## config.mk

```make
export PLATFORM = sky130hd
export DESIGN_NAME = mem_arbiter
export DESIGN_NICKNAME = d
export VERILOG_FILES = /design/src/rtl/mem_arbiter.sv
export SDC_FILE = /design/constraint.sdc
export NUM_CORES = 1
export LEC_CHECK = 0
export BUFFER_PORTS_ARGS = -buffer_cell sky130_fd_sc_hd__buf_2
export CORE_AREA = 2 2 58 60
export DETAILED_ROUTE_END_ITERATION = 10
export DIE_AREA = 0 0 60 62
export MAX_ROUTING_LAYER = met4
export PLACE_DENSITY = 0.88
export SLEW_MARGIN = 40
export SYNTH_ARGS = -nofsm -noshare
export SYNTH_HDL_FRONTEND = slang
export SYNTH_SLANG_ARGS = --single-unit
```

## constraint.sdc

```tcl
create_clock -name i_clk -period 3.1 [get_ports i_clk]
set_input_delay 0.31 -clock i_clk [delete_from_list [all_inputs] [get_ports i_clk]]
set_output_delay 0.31 -clock i_clk [all_outputs]
set_load 0.01 [all_outputs]
```

## src/rtl/mem_arbiter.sv

```systemverilog
// mem_arbiter: two-requester round-robin front end for a simple A/D/RAM
// memory datapath. One transaction at a time, fixed 4-cycle cadence:
// IDLE (accept) -> LOAD_A (A <= addr) -> ACCESS (RAM write or D <= RAM[A])
// -> RESP (one-cycle completion pulse to the requester that was served).
//
// Handshake: a request is transferred on a cycle where reqN_valid and
// reqN_ready are both high. Ready is only ever offered in IDLE, to at most
// one requester, and does not depend on anything but the valids, the
// last-served pointer and reset. Responses have no backpressure.
module mem_arbiter #(
   parameter int BUS_WIDTH = 8
) (
   input  logic                 i_clk,
   input  logic                 i_rst,
   input  logic                 i_req0_valid,
   input  logic                 i_req0_we,
   input  logic [BUS_WIDTH-1:0] i_req0_addr,
   input  logic [BUS_WIDTH-1:0] i_req0_wdata,
   input  logic                 i_req1_valid,
   input  logic                 i_req1_we,
   input  logic [BUS_WIDTH-1:0] i_req1_addr,
   input  logic [BUS_WIDTH-1:0] i_req1_wdata,
   output logic                 o_req0_ready,
   output logic                 o_req1_ready,
   output logic                 o_resp0_valid,
   output logic                 o_resp1_valid,
   output logic [BUS_WIDTH-1:0] o_resp_rdata,
   output logic                 o_a,
   output logic                 o_d,
   output logic                 o_p,
   output logic [BUS_WIDTH-1:0] o_X,
   input  logic [BUS_WIDTH-1:0] i_D,
   input  logic [BUS_WIDTH-1:0] i_P,
   output logic                 o_busy,
   output logic [1:0]           o_state
);

   typedef enum logic [1:0] {
      IDLE   = 2'd0,
      LOAD_A = 2'd1,
      ACCESS = 2'd2,
      RESP   = 2'd3
   } state_t;

   state_t               state;
   state_t               next_state;
   logic [BUS_WIDTH-1:0] addr_q;
   logic [BUS_WIDTH-1:0] wdata_q;
   logic                 we_q;
   logic                 id_q;     // requester being served
   logic                 last_q;   // requester served most recently
   logic                 grant0;
   logic                 grant1;
   logic                 accept;

   // Grant: a lone valid requester wins; on a tie the one not served last wins.
   // Reset suppresses any grant so nothing is offered while it is asserted.
   always_comb begin
      grant0 = 1'b0;
      grant1 = 1'b0;
      if ((state == IDLE) && !i_rst) begin
         if (i_req0_valid && i_req1_valid) begin
            grant0 = last_q;
            grant1 = !last_q;
         end else begin
            grant0 = i_req0_valid;
            grant1 = i_req1_valid;
         end
      end
   end

   assign accept       = grant0 | grant1;
   assign o_req0_ready = grant0;
   assign o_req1_ready = grant1;
   assign o_state      = state;

   // State register plus request capture; reset leaves requester 1 as last
   // served so requester 0 wins the first tie.
   always_ff @(posedge i_clk) begin
      if (i_rst) begin
         state   <= IDLE;
         addr_q  <= '0;
         wdata_q <= '0;
         we_q    <= 1'b0;
         id_q    <= 1'b0;
         last_q  <= 1'b1;
      end else begin
         state <= next_state;
         if (accept) begin
            addr_q  <= grant1 ? i_req1_addr  : i_req0_addr;
            wdata_q <= grant1 ? i_req1_wdata : i_req0_wdata;
            we_q    <= grant1 ? i_req1_we    : i_req0_we;
            id_q    <= grant1;
            last_q  <= grant1;
         end
      end
   end

   // Next state and datapath/response outputs; everything is held at zero
   // while reset is asserted, which also keeps a pending RAM write from landing.
   always_comb begin
      next_state    = state;
      o_a           = 1'b0;
      o_d           = 1'b0;
      o_p           = 1'b0;
      o_X           = '0;
      o_resp0_valid = 1'b0;
      o_resp1_valid = 1'b0;
      o_resp_rdata  = '0;
      o_busy        = 1'b0;
      if (!i_rst) begin
         o_busy = (state != IDLE);
         case (state)
            IDLE: begin
               if (accept) next_state = LOAD_A;
            end
            LOAD_A: begin
               o_a        = 1'b1;
               o_X        = addr_q;
               next_state = ACCESS;
            end
            ACCESS: begin
               if (we_q) begin
                  o_p = 1'b1;
                  o_X = wdata_q;
               end else begin
                  o_d = 1'b1;
                  o_X = i_P;
               end
               next_state = RESP;
            end
            RESP: begin
               o_resp0_valid = !id_q;
               o_resp1_valid = id_q;
               o_resp_rdata  = we_q ? '0 : i_D;
               next_state    = IDLE;
            end
            default: next_state = IDLE;
         endcase
      end
   end

endmodule

```

Word level (Yosys, flattened, before mapping) --
Index checks and enable logic that the tools add are counted.
Storage, ports and cells: bits in read-only memories 0, flip-flop bits (word level) 21, output and inout bits 26, bits in latches 0, memories 0, memory bits (writable) 0
Cells by class: div/mod/pow operators 0, multipliers 0, $add $sub $neg 0, reduce and logical (&&, ||, !) cells 7, eq/ne operators 4, shift-type cells 0, $lt $le $gt $ge 0, bitwise operators 1, mux-type cells 28
Operators with widths (count):
- 8-bit two-way mux | 7
- 1-bit two-way mux | 18
- 8-bit case mux with 2 select lines | 1
- 2-bit case mux with 4 select lines | 1
- 2-bit equality test, second input constant | 2
- 1-bit logical NOT | 3
- 2-bit by 1-bit equality test with 1-bit output, second input constant | 1
- 1-bit logical AND | 2
- 2-bit logical NOT | 1
- 2-bit two-way mux | 1
- 2-bit inequality test, second input constant | 1
- 2-bit nonzero test | 1
- 1-bit bitwise OR | 1

Longest topological paths before layout --
word-level depth 6, gate-level depth with buffers 7

Worst setup path after synthesis --
No wires, ideal clock.
kind reg-to-output, start register state[0], in the netlist o_state[0], end output port o_req1_ready, cell stages (with the launch flop) 7, required time 2.790 ns, setup slack 1.400 ns, buffers on the path 2, arrival time 1.390 ns, cells stage by stage dfxtp_1 -> inv_1 -> ha_1 -> nor2b_2 -> buf_4 -> buf_2 -> and2_1
On the way: word-level cells in the longest chain between the ends 3
RTL lines:
- start, declared | RTL line 45 | state_t state;
- start signal, assigned | RTL line 88 | state <= next_state;
- 2-bit logical NOT | RTL line 61 | if ((state == IDLE) && !i_rst) begin
- 1-bit logical AND | RTL line 61
- 1-bit two-way mux | RTL line 61
- end, declared | RTL line 24 | output logic o_req1_ready,
Every way passes these cells.

Worst setup path after layout --
start register state[0], in the netlist o_state[0], end output port o_req0_ready
On the way: word-level cells in the longest chain between the ends 3
RTL lines:
- 2-bit logical NOT | RTL line 61
- 1-bit logical AND | RTL line 61
- 1-bit two-way mux | RTL line 61
- end, declared | RTL line 23 | output logic o_req0_ready,
Every way passes these cells.

==> reports/results.ini <==
[run_status]
status = completed

[floorplan]
die_x_um = 60
die-area_sq_um = 3720
coreArea_sq_um = 3180
rows = 21
io_pins = 80
dieHeight_um = 62
start_util_pct = 44.0

[critical_path]
path_cells = inv_1 -> ha_1 -> nor2b_2 -> buf_4 -> and3_1 -> buf_2
worstSetupEndpointType = output port
critPathArrivalTime_ns = 1.85
critPathKind = flip-flop to output port
critPathLaunch = o_state[0]$_SDFFE_PP0P_
worst_path_max_delay_cell = dfxtp_1
crit_fanout = 19
r2r-start = o_state[0]$_SDFFE_PP0P_
critPathBufInv = 3
crit_path_start_kind = flip-flop
slowest_delay_ns = 0.36
required_ns = 2.79
crit_family = buffers and inverters

[clock_network]
clk_pin_slew_ns = 0.12
cts_buffer_depth = 2
cts_setup_buffers = 0
clockRootBuffer = clkbuf_4
htreeDepth = 1
cts_tree = yes
cts_buffers = 3
clock-sinks = 21
holdBufCountCts = 0
insertion_delay_ns = 0.32
ctsResizeCount = 0

[detailed_routing]
drtPass1Iterations = 4
drt_iter0_drc = 86
num_vias = 1593
avgViaCountPerCell = 5.57
postRouteAntennaNets = 0
drc = 0
wl_per_cell_um = 14.5
routed_wl_um = 4140

[global_routing]
grt.overflow.total = 0
grt_use_total_pct = 23.9
grt_max_degree = 30
grt_pass1_vias = 1538
antenna_found_initial = 0
grt_pass1_wl_um = 6510

[timing]
period_share_pct = 69.5
rsz0062_at_grt = false
fmax_mhz = 464
maxSlewViolCount = 0
worst_pin_slew_ns = 0.686
fin_crit_ns = 2.16
max_slew_margin_pct = 54.3
hold_ws_ns = 0.240
setup_tns_ns = 0
setup_viol = 0
fin_skew_ns = 0.00125
hold_viol_final = 0

[yosys]
syn_area_per_cell_sq_um = 8.08
syn_nets = 232
synth.cell_area_sq_um = 1400
synth_warnings = 0
seq_area_frac_synth_pct = 30.1
netlist_instances = 173
yosys_register_bits = 21
ys_types = 33

[finish]
post-route-util_pct = 56.0
layout-drive-gt1-share_pct = 37.5
antenna_cells = 0
fin_cells = 286
syn2layout_area_growth_pct = 27.3
fin_nets = 300

[placed_design]
placed_cells = 282
io_buffers = 79
gp_congestion = 0.860
hpwl_um = 3040

[run]
cap_violations = 0

[power_and_ir_drop]
vdd_drop_max_mv = 0.249
p_per_area_nw_per_um2 = 566
p_leak_nw = 0.784
power_mw = 1.01

[hold_path]
worstHoldStart = i_req1_addr[2]
hold_class = primary input to flip-flop

==> metrics by stage <==
step	instance area (sq um)	setup slack (ns)
after floorplan	1400	1.40
after global placement	1750	1.37
after detailed placement	1750	1.31
after CTS	1780	0.948
after global routing	1780	0.827
final	1780	0.945
==> power by group <==
| part | switching (mW) | internal (mW) |
|---|---|---|
| clock | 0.0916 | 0.0504 |
| sequential | 0.0436 | 0.324 |
| combinational | 0.299 | 0.198 |
==> area by class of cell <==
| class | count | area [sq um] |
|---|---|---|
| Tap cell | 46 | 57.6 |
| Multi-Input combinational cell | 131 | 853 |
| Fill cell | 324 | 1400 |
| Clock buffer | 4 | 26.3 |
| Inverter | 3 | 11.3 |
| Sequential cell | 21 | 420 |
| Timing Repair Buffer | 81 | 410 |
==> flip-flops by register name (all words and copies together) (netlist names) <==
name	count
wdata_q	8
we_q	1
addr_q	8
last_q	1
o_state	2
id_q	1
==> worst paths after layout <==
| path | slack, ns | end | cells after the start |
|---|---|---|---|
| min reg2reg | 0.51 | addr_q[2]$_SDFFE_PP0P_ | 2 |
| max reg2reg | 1.42 | we_q$_SDFFE_PP0P_ | 5 |
| max | 0.94 | o_req0_ready | 6 |
| min | 0.24 | addr_q[2]$_SDFFE_PP0P_ | 3 |
==> synth_stat cells (all sizes together) <==
cell type | number | area share, %
a22oi | 8 | 4.3
and3 | 1 | 0.45
and2 | 9 | 4.0
ha | 5 | 4.5
nor3b | 2 | 1.4
nor3 | 1 | 0.36
inv | 3 | 0.81
nor2b | 2 | 1.1
mux2i | 1 | 0.72
a31oi | 18 | 8.1
a21boi | 1 | 1.3
mux2 | 8 | 6.4
nor2 | 15 | 4.2
a21oi | 1 | 0.36
a2bb2oi | 1 | 0.63
a211oi | 1 | 0.54
or2 | 1 | 0.45
clkbuf | 6 | 1.9
nand4 | 17 | 7.6
o21ai | 17 | 6.1
nand3 | 17 | 6.1
and3b | 1 | 0.63
buf | 12 | 6.2
dfxtp | 21 | 30
nand2b | 4 | 1.8
==> cells in the final DEF, fill, tap and decap left out, types with 2 or more instances in the layout <==
master | netlist | routed
ha_1 | 5 | 5
mux2_1 | 6 | 6
and2_1 | 9 | 9
nand4_1 | 17 | 17
buf_2 | 3 | 79
a31oi_1 | 18 | 18
buf_4 | 4 | 2
o21ai_0 | 17 | 17
clkbuf_4 | 1 | 3
nand3_1 | 17 | 17
nand2b_1 | 4 | 4
dfxtp_1 | 21 | 21
inv_1 | 3 | 3
a22oi_1 | 8 | 8
nor2_1 | 14 | 14
mux2_2 | 2 | 2
==> logic make-up (layout without fill, tap and decap cells) <==
kind of cell | after synthesis | after routing | share of synthesized area [%]
buf+inv | 21 | 88 | 8.86
mux | 9 | 9 | 7.16
simple gates | 70 | 70 | 28.1
fa+ha+maj | 5 | 5 | 4.48
flops | 21 | 21 | 30.1
compound gates | 47 | 47 | 21.3
==> routing by layer <==
layer / track usage [%] / wire, um
met1: 27.6 / 1690
met2: 42.4 / 2070
met3: 2.69 / 311
met4: 9.52 / 69
met5: - / 0
==> worst register-to-register path: stages (launching register included) <==
cell	delay (ns)
dfxtp_1	0.41
inv_1	0.11
ha_1	0.27
nand2b_1	0.43
o21ai_0	0.19
a31oi_1	0.20
Power figures use the tool's default switching activity.
